$ cat src/rtl/cpu_pkg.sv
// Shared types and default sizing for the memory arbiter slice.
package cpu_pkg;

   typedef enum logic [1:0] {
      IDLE   = 2'd0,
      GNT_IF = 2'd1,
      GNT_LS = 2'd2,
      RESP   = 2'd3
   } arb_state_t;

   localparam int DEFAULT_DATA_W  = 32;
   localparam int DEFAULT_TIMEOUT = 16;

endpackage

$ cat src/rtl/mem_wait_timer.sv
// Grant wait counter: held at zero while clear is high, counts stalled cycles,
// and flags expiry once the count reaches TIMEOUT-1.
module mem_wait_timer
   import cpu_pkg::*;
#(
   parameter int TIMEOUT = DEFAULT_TIMEOUT
) (
   input  logic clk,
   input  logic rst_n,
   input  logic clear,
   input  logic advance,
   output logic expired
);

   localparam int CW = (TIMEOUT > 2) ? $clog2(TIMEOUT) : 1;
   localparam logic [CW-1:0] LAST = CW'(TIMEOUT - 1);

   logic [CW-1:0] count_reg;

   always_ff @(posedge clk) begin
      if (!rst_n) begin
         count_reg <= '0;
      end else if (clear) begin
         count_reg <= '0;
      end else if (advance && (count_reg != LAST)) begin
         count_reg <= count_reg + CW'(1);
      end
   end

   assign expired = (count_reg == LAST);

endmodule

$ cat src/rtl/mem_arbiter.sv
// Two-requester (fetch, load/store) arbiter for a single memory port with wait timeout.
// Optional macro MEM_ARB_RR_EN switches IDLE arbitration from LS-priority to round-robin.
module mem_arbiter
   import cpu_pkg::*;
#(
   parameter int DATA_W  = DEFAULT_DATA_W,
   parameter int TIMEOUT = DEFAULT_TIMEOUT
) (
   input  logic              clk,
   input  logic              rst_n,
   input  logic              if_req,
   input  logic [DATA_W-1:0] if_addr,
   output logic              if_rvalid,
   output logic              if_err,
   input  logic              ls_req,
   input  logic              ls_we,
   input  logic [DATA_W-1:0] ls_addr,
   input  logic [DATA_W-1:0] ls_wdata,
   output logic              ls_rvalid,
   output logic              ls_err,
   output logic [DATA_W-1:0] rdata,
   output logic              mem_req,
   output logic              mem_we,
   output logic [DATA_W-1:0] mem_addr,
   output logic [DATA_W-1:0] mem_wdata,
   input  logic [DATA_W-1:0] mem_rdata,
   input  logic              mem_ready
);

   arb_state_t state_reg, state_next;
   logic       owner_ls_reg;
   logic       in_gnt, expired, pick_ls, grant, done, abort;

`ifdef MEM_ARB_RR_EN
   // Set when LS won the most recent grant; the other requester wins a tie.
   logic last_ls_reg;
   assign pick_ls = ls_req && (!if_req || !last_ls_reg);
   always_ff @(posedge clk) begin
      if (!rst_n)     last_ls_reg <= 1'b0;
      else if (grant) last_ls_reg <= pick_ls;
   end
`else
   assign pick_ls = ls_req;
`endif

   assign in_gnt = (state_reg == GNT_IF) || (state_reg == GNT_LS);

   mem_wait_timer #(.TIMEOUT(TIMEOUT)) u_timer (
      .clk     (clk),
      .rst_n   (rst_n),
      .clear   (!in_gnt),
      .advance (in_gnt && !mem_ready),
      .expired (expired)
   );

   always_comb begin
      state_next = state_reg;
      grant      = 1'b0;
      done       = 1'b0;
      abort      = 1'b0;
      case (state_reg)
         IDLE: begin
            if (pick_ls) begin
               state_next = GNT_LS;
               grant      = 1'b1;
            end else if (if_req) begin
               state_next = GNT_IF;
               grant      = 1'b1;
            end
         end
         GNT_IF, GNT_LS: begin
            // A ready on the final wait cycle still completes the access.
            if (mem_ready) begin
               state_next = RESP;
               done       = 1'b1;
            end else if (expired) begin
               state_next = IDLE;
               abort      = 1'b1;
            end
         end
         RESP:    state_next = IDLE;
         default: state_next = IDLE;
      endcase
   end

   always_ff @(posedge clk) begin
      if (!rst_n) state_reg <= IDLE;
      else        state_reg <= state_next;
   end

   always_ff @(posedge clk) begin
      if (!rst_n) begin
         owner_ls_reg <= 1'b0;
         mem_req      <= 1'b0;
         mem_we       <= 1'b0;
         mem_addr     <= '0;
         mem_wdata    <= '0;
         rdata        <= '0;
         if_rvalid    <= 1'b0;
         ls_rvalid    <= 1'b0;
         if_err       <= 1'b0;
         ls_err       <= 1'b0;
      end else begin
         if_rvalid <= (state_reg == RESP) && !owner_ls_reg;
         ls_rvalid <= (state_reg == RESP) && owner_ls_reg;
         if_err    <= abort && !owner_ls_reg;
         ls_err    <= abort && owner_ls_reg;
         if (grant) begin
            owner_ls_reg <= pick_ls;
            mem_req      <= 1'b1;
            mem_we       <= pick_ls && ls_we;
            mem_addr     <= pick_ls ? ls_addr : if_addr;
            mem_wdata    <= pick_ls ? ls_wdata : '0;
         end else if (done || abort) begin
            mem_req <= 1'b0;
         end
         if (done) rdata <= mem_rdata;
      end
   end

endmodule

$ cat config.mk
export PLATFORM = sky130hd
export DESIGN_NAME = mem_arbiter
export DESIGN_NICKNAME = d
export VERILOG_FILES = /design/src/rtl/cpu_pkg.sv /design/src/rtl/mem_wait_timer.sv /design/src/rtl/mem_arbiter.sv
export SDC_FILE = /design/constraint.sdc
export NUM_CORES = 1
export LEC_CHECK = 0
export CORE_MARGIN = 1
export CORE_UTILIZATION = 35
export DETAILED_ROUTE_END_ITERATION = 12
export PLACE_DENSITY = 0.85
export SYNTH_ARGS = -nofsm -noshare
export SYNTH_HDL_FRONTEND = slang
export SYNTH_SLANG_ARGS = --single-unit
export TNS_END_PERCENT = 50
$ cat constraint.sdc
create_clock -name clk -period 1.4 [get_ports clk]
set_input_delay 0.28 -clock clk [delete_from_list [all_inputs] [get_ports clk]]
set_output_delay 0.28 -clock clk [all_outputs]
set_load 0.1 [all_outputs]
Yosys cells after proc, flatten, opt, wreduce, memory -nomap -nowiden
Cells that the tools add are included.
Widths: inputs -> output; s select.
{ "totals": {"ff_bits": 109, "latchBits": 0, "mem_bits_rw": 0, "mem_bits_ro": 0, "output_inout_bits": 102, "elab_cells": 53, "mem_count": 0} }
{ "classes": {"add_sub_neg": 1, "n_mul": 0, "div": 0, "n_lt_le_gt_ge": 0, "eq_ne": 7, "n_shift": 0, "mux": 17, "bitwise": 0, "n_reduce_logical": 16} }
{ "op_table": {"columns": ["operator", "count"], "rows": [
  ["$mux 32", 2],
  ["$mux 1", 10],
  ["$mux 2", 4],
  ["$logic_and 1x1->1", 7],
  ["$ne 3x3->1 const B", 2],
  ["$pmux 2 s3", 1],
  ["$add 4x1->4 const B", 1],
  ["$eq 2x2->1 const B", 2],
  ["$eq 4x4->1 const B", 1],
  ["$ne 4x4->1 const B", 1],
  ["$reduce_and 2->1", 2],
  ["$eq 2x1->1 const B", 1],
  ["$logic_not 1->1", 2],
  ["$logic_not 2->1", 1],
  ["$logic_or 1x1->1", 2],
  ["$reduce_bool 2->1", 1],
  ["$reduce_or 2->1", 1]
]} }

Logic depth before layout (Yosys ltp)
Gate-level depths: netlist (run 1).
{ "depth": {"word_depth": 7, "mapped_depth": 8, "ltp_nobuf": 5} }

Modules after synthesis
Synthesis (run 1) repeated with hierarchy kept, for this count alone.
{ "unflattened": {"hier_cells": 417, "hier_area_um2": 4267.8} }
{ "by_module_without_submodules": {"columns": ["module", "instances", "cells_each", "area_each_um2", "seq_area_each_um2"], "rows": [
  ["mem_arbiter", 1, 395, 4070.2, 2102.0],
  ["mem_wait_timer", 1, 22, 197.7, 80.1]
]} }

Least setup slack after synthesis (run 1)
No wires, ideal clock.
{ "synth_timing": {"path_kind": "register to register", "from": "register state_reg[0]", "to": "register mem_wdata[10]", "setup_ns": 0.119, "arrival_time_ns": 1.344, "t_required_ns": 1.281, "slack_ns": -0.063, "path_stages_with_launch": 8, "path_buffers": 3, "period_less_slack_ns": 1.463, "path_cell_list": "dfxtp_1 -> inv_1 -> ha_1 -> buf_6 -> and3_1 -> buf_2 -> buf_6 -> a22o_1"} }
{ "synth_between": {"elab_chain_len": 2} }
{ "synth_rtl": {"columns": ["element", "line_no", "source"], "rows": [
  ["start, declared", "mem_arbiter.sv:30", "arb_state_t state_reg, state_next;"],
  ["start signal, assigned", "mem_arbiter.sv:88", "else state_reg <= state_next;"],
  ["$logic_not 2->1", "mem_arbiter.sv:61", "case (state_reg)"],
  ["$mux 1", "mem_arbiter.sv:61", null],
  ["end signal, assigned", "mem_arbiter.sv:113", "mem_wdata <= pick_ls ? ls_wdata : '0;"],
  ["end, declared", "mem_arbiter.sv:25", "output logic [DATA_W-1:0] mem_wdata,"]
]} }
Every way passes these cells.
A chain may end at the register's enable or synchronous reset.

Final worst setup path (run 1)
{ "layout_timing": {"from": "register u_timer.count_reg[0]", "to": "register u_timer.count_reg[0]"} }
{ "layout_between": {"elab_chain_len": 2} }
{ "layout_rtl": {"columns": ["element", "line_no", "source"], "rows": [
  ["start, declared", "mem_wait_timer.sv:18", "logic [CW-1:0] count_reg;"],
  ["start signal, assigned", "mem_wait_timer.sv:26", "count_reg <= count_reg + CW'(1);"],
  ["parallel branches: the longest is 2 deep, another holds $add 4x1->4", null, null]
]} }
Parallel ways; which one is timed is not known.

==> flow_metrics.tcl, run 1 <==
set metrics [dict create \
    place_inst 787 \
    hold_violations 0 \
    net-switching-power_w 0.00916 \
    ctsHoldBuffers 0 \
    fin_ws_ns 0.0539 \
    rsz0062_at_grt "false" \
    clk_latency_ns 0.35 \
    synth_top_area_share_pct 50.7 \
    async_flop_share_pct 0 \
    powerDensity_mw_per_mm2 2280 \
    dieArea_sq_mm 0.0127 \
    synth_seq_cells 109 \
    status "completed" \
    synthDominantAreaCellType "dfxtp_1" \
    clock-skew-final_ns 0.00901 \
    wirelength_mm 13.0 \
    reg_top3 "mem_addr x32, mem_wdata x32, rdata x32" \
    io_pins 236 \
    clock_path_buffers 2 \
    crit_path_max_fanout 7 \
    dr.pass1.iters 4 \
    synth_nets 559 \
    peakVddDrop_mv 1.28 \
    viasPerCell 5.02 \
    coreArea_sq_mm 0.0120 \
    ant_nets 0 \
    final_cell_count_no_fill 804 \
    die_w_microns 113 \
    yosys-top-cells-count "dfxtp_1, nand2_1, a22o_1" \
    syn_inst 422 \
    syn-cell-area_sq_mm 0.00431 \
    worstSetupEndpointType "flip-flop" \
    area_growth_pct 89.8 \
    cp-start-kind "flip-flop" \
    clkTransAtPathRegs_ns 0.07 \
    post_cts_buffers 0 \
    antenna_found_initial 0 \
    yosysMostFrequentCell "dfxtp_1" \
    tightest_slew_ns 0.324 \
    dieHeight_microns 113 \
    yosysWarnings 0 \
    grt_overflow 0 \
    slew_headroom_pct 78.1 \
    finalWeightedCongestion 0.769 \
    cts_root_buffer "clkbuf_16" \
    first_global_vias 4121 \
    setup_viol 0 \
    arrival_ns 1.63 \
    wl_per_cell_microns 16.1 \
    pwr-share-clk_pct 13.1 \
    cap_violations 0 \
    io_buffers 235 \
    hp-class "in -> reg" \
    cts_sinks 109 \
    required_ns 1.68 \
    leakagePower_nw 3.55 \
    vias 4037 \
    p_total_w 0.0186 \
    synth_area_per_cell_sq_um 10.2 \
    path_class "reg -> reg" \
    grt_max_degree 49 \
    drtIter0Drc 232 \
    cts_tree "done" \
    comb_power_share_pct 61.7 \
    rows 40 \
    ys.flop_type "dfxtp_1" \
    period_needed_ns 1.35 \
    htree_levels 3 \
    seq_area_frac_synth_pct 50.7 \
    power_frac_seq_pct 25.2 \
    period_share_pct 96.2 \
    initial_core_util_pct 35.8 \
    synth_edf_count 0 \
    synth.distinct_cells 35 \
    diodes 0 \
    dp_hpwl_mm 9.95 \
    grt_pass1_wl_mm 20.4 \
    nNetsFinal 789 \
    grt_use_total_pct 20.4 \
    drive_above_1_share_pct 23.3 \
    sw_frac_of_total_pct 49.2 \
    clock.fmax_ghz 0.743 \
    p_int_w 0.00947 \
    drc 0 \
    synth.area.top_cells "dfxtp_1, nand2_1, mux2i_1" \
    drv_slew 0 \
    r2r_setup_slack_ns 0.05 \
    pre_cts_slack_ns -0.241 \
    cts_made_buffers 9 \
]
[area by class of cell]
class | count | area, sq um
clock inverter | 6 | 46.3
fill | 883 | 3840
tap | 147 | 184
clock buffer | 10 | 239
timing repair buffer | 256 | 3610
multi-input combinational | 270 | 1890
inverter | 6 | 22.5
sequential | 109 | 2180
[kinds of logic after synthesis]
group | after synthesis | synth area share, %
and+or+nand+nor | 125 | 12.4
buffers and inverters | 43 | 6.60
AOI/OAI and AO/OA | 110 | 22.0
DFF | 109 | 50.7
muxes | 32 | 7.44
adders and majority gates | 3 | 0.872
[timing repair]
| action | CTS | global route |
|---|---|---|
| cloned | 0 | 1 |
| setup endpoints to repair | 18 | 25 |
| resized for setup | 3 | 7 |
| pin swaps | 0 | 2 |
[metrics by stage]
stage          utilization (%)  cell area (sq um)  hold slack, ns  TNS [ns]
2_1_floorplan                -               4320           0.413  -0.00871
3_3_place_gp              65.0               7810           0.464    -11.28
3_5_place_dp              65.0               7810           0.473    -15.48
4_1_cts                   67.5               8110           0.391         0
5_1_grt                   68.0               8170           0.402         0
6_report                  68.0               8170           0.398         0
[critical path, stage by stage (launching register included)]
cell and delay, ns:
dfxtp_1 0.34, ha_2 0.22, and3_4 0.21, or3_1 0.37
a21oi_1 0.14
[cells in the final DEF (no fill, tap or decap), types with 2 or more instances in the layout]
master and instances:
a21boi_0 2, buf_6 2, a21boi_1 30, clkbuf_16 10, inv_1 6, nand2_1 100, nand3_1 2, buf_12 107
o211a_1 32, clkinv_2 2, clkdlybuf4s50_1 131, nand4b_1 2, a21oi_1 2, nand2b_1 2, a22o_1 34, dfxtp_2 2
dfxtp_1 107, nor3_1 5, and3_1 3, buf_4 13, buf_2 2, a32oi_1 2, mux2i_1 32
[worst paths after layout]
kind / depth (start not counted) / start / endpoint
worst max-delay path: 4 / u_timer.count_reg[0] / u_timer.count_reg[0]
worst min-delay path: 3 / rst_n / mem_addr[17]
worst max register to register: 4 / u_timer.count_reg[0] / u_timer.count_reg[0]
worst min register to register: 2 / rdata[20] / rdata[20]
[power by group through the flow]
| stage | combinational (W) | sequential, W | clock (W) |
|---|---|---|---|
| 2_1_floorplan | 0.00215 | 0.00951 | 0 |
| 3_3_place_gp | 0.0111 | 0.00471 | 0 |
| 3_5_place_dp | 0.0113 | 0.00477 | 0 |
| 4_1_cts | 0.0114 | 0.00470 | 0.00253 |
| 5_1_grt | 0.0119 | 0.00480 | 0.00266 |
| 6_report | 0.0115 | 0.00470 | 0.00244 |
[metal layers]
| metal | vias up | global-route usage (%) | wire (microns) |
|---|---|---|---|
| li1 | 1944 | - | - |
| met1 | 1907 | 21.0 | 4890 |
| met2 | 155 | 37.4 | 6820 |
| met3 | 31 | 5.57 | 820 |
| met4 | 0 | 10.9 | 457 |
| met5 | - | 0 | 0 |
Power figures use the tool's default switching activity.
==> run 2: changes to the inputs <==
- CORE_MARGIN: 1 -> 1.5
==> flow_metrics.tcl, run 2 (same netlist as run 1, synthesis figures left out) <==
set metrics [dict create \
    path_class "reg -> reg" \
    nNetsFinal 790 \
    dieHeight_microns 114 \
    peakVddDrop_mv 1.26 \
    cts_made_buffers 9 \
    period_needed_ns 1.34 \
    drv_slew 0 \
    ctsHoldBuffers 0 \
    clock.fmax_ghz 0.746 \
    dr.pass1.iters 4 \
    post_cts_buffers 0 \
    htree_levels 3 \
    finalWeightedCongestion 0.767 \
    cts_sinks 109 \
    reg_top3 "mem_addr x32, mem_wdata x32, rdata x32" \
    status "completed" \
    clk_latency_ns 0.35 \
    io_buffers 235 \
    required_ns 1.68 \
    io_pins 236 \
    diodes 0 \
    final_cell_mix "clkdlybuf4s50_1, dfxtp_1, buf_12, nand2_1, a22o_1" \
    grt_pass1_wl_mm 20.4 \
    critical-path-top-delay-family "simple AND/OR/NAND/NOR gates" \
    leakagePower_nw 3.55 \
    cp_cell_sequence "inv_1 -> ha_4 -> nand2b_1 -> or3_1 -> a21oi_1" \
    final_util_pct 68.0 \
    period_share_pct 95.7 \
    slowest_delay_ns 0.35 \
    area_growth_pct 89.7 \
    critPathSlowestCell "or3_1" \
    coreArea_sq_mm 0.0120 \
    worstSetupEndpointType "flip-flop" \
    cp-start-kind "flip-flop" \
    arrival_ns 1.62 \
    slew_headroom_pct 77.4 \
    fin_setup_tns_ns 0 \
    viasPerCell 5.00 \
    drtIter0Drc 194 \
    rows 40 \
    cts_root_buffer "clkbuf_16" \
    cts_tree "done" \
    clkTransAtPathRegs_ns 0.08 \
    clock_path_buffers 2 \
    initial_core_util_pct 35.8 \
    dp_hpwl_mm 10.0 \
    hold_violations 0 \
    grt_overflow 0 \
    grt_use_total_pct 20.0 \
    cap_violations 0 \
    dieArea_sq_mm 0.0130 \
    first_global_vias 4169 \
    die_w_microns 114 \
    wirelength_mm 12.9 \
    layout_commonest_cell "clkdlybuf4s50_1" \
    crit_path_max_fanout 6 \
    wl_per_cell_microns 16.0 \
    vias 4022 \
    drive_above_1_share_pct 22.9 \
    rsz0062_at_grt "false" \
    grt_max_degree 50 \
    antenna_found_initial 0 \
    tightest_slew_ns 0.335 \
    ant_nets 0 \
    setup_viol 0 \
    clock-skew-final_ns 0.00677 \
    hp-class "in -> reg" \
    powerDensity_mw_per_mm2 2290 \
    path_buf_inv 1 \
    drc 0 \
]
[run 2: per-layer routing]
metal  global-route usage (%)  routed length, microns  up-vias
li1                         -                       -     1944
met1                     20.6                    4850     1896
met2                     37.0                    6820      162
met3                     7.44                     980       20
met4                     7.17                     268        0
met5                        0                       0        -
[run 2: power breakdown]
| group | switching, W | internal (W) |
|---|---|---|
| Clock | 0.00120 | 0.00142 |
| Sequential | 0.000810 | 0.00389 |
| Combinational | 0.00712 | 0.00424 |
[run 2: worst min-delay path, cell delays in order]
cell and delay (ns):
buf_2 0.13, buf_4 0.17, o211a_1 0.10
[run 2: path summary, 6_finish.rpt]
| kind | startpoint | endpoint | slack [ns] | cells after the start |
|---|---|---|---|---|
| worst min register to register | owner_ls_reg | ls_err | 0.47 | 2 |
| worst max-delay path | state_reg[1] | u_timer.count_reg[0] | 0.06 | 5 |
| worst min-delay path | rst_n | mem_addr[15] | 0.38 | 3 |
| worst max register to register | state_reg[1] | u_timer.count_reg[0] | 0.06 | 5 |
[run 2: per-stage QoR]
| step | std cells | instance area [sq um] | total power (W) | hold slack, ns | setup slack, ns |
|---|---|---|---|---|---|
| floorplan | 422 | 4320 | 0.0117 | 0.413 | -0.00871 |
| global placement | 789 | 7830 | 0.0158 | 0.461 | -0.187 |
| detailed placement | 789 | 7830 | 0.0160 | 0.466 | -0.250 |
| CTS | 805 | 8150 | 0.0188 | 0.369 | 0.0301 |
| global route | 805 | 8170 | 0.0194 | 0.376 | 0.0108 |
| finish | 805 | 8170 | 0.0187 | 0.381 | 0.0600 |
[run 2: final cells by class]
class | count | area (sq um)
fill | 865 | 3840
multi-input combinational | 270 | 1870
tap | 147 | 184
sequential | 109 | 2180
timing repair buffer | 257 | 3600
clock buffer | 9 | 225
inverter | 6 | 22.5
clock inverter | 7 | 81.3
[run 2: what timing repair did]
item | 4_1_cts | 5_1_grt
gates resized for setup | 3 | 5
endpoints found under the hold margin | 0 | 0
pin swaps | 0 | 2
setup endpoints to repair | 14 | 17
==> run 3: changes to the inputs <==
- CORE_MARGIN: 1.5 -> unset
==> results of run 3 <==
No change in the layout: final DEF, timing and power equal those of run 1.
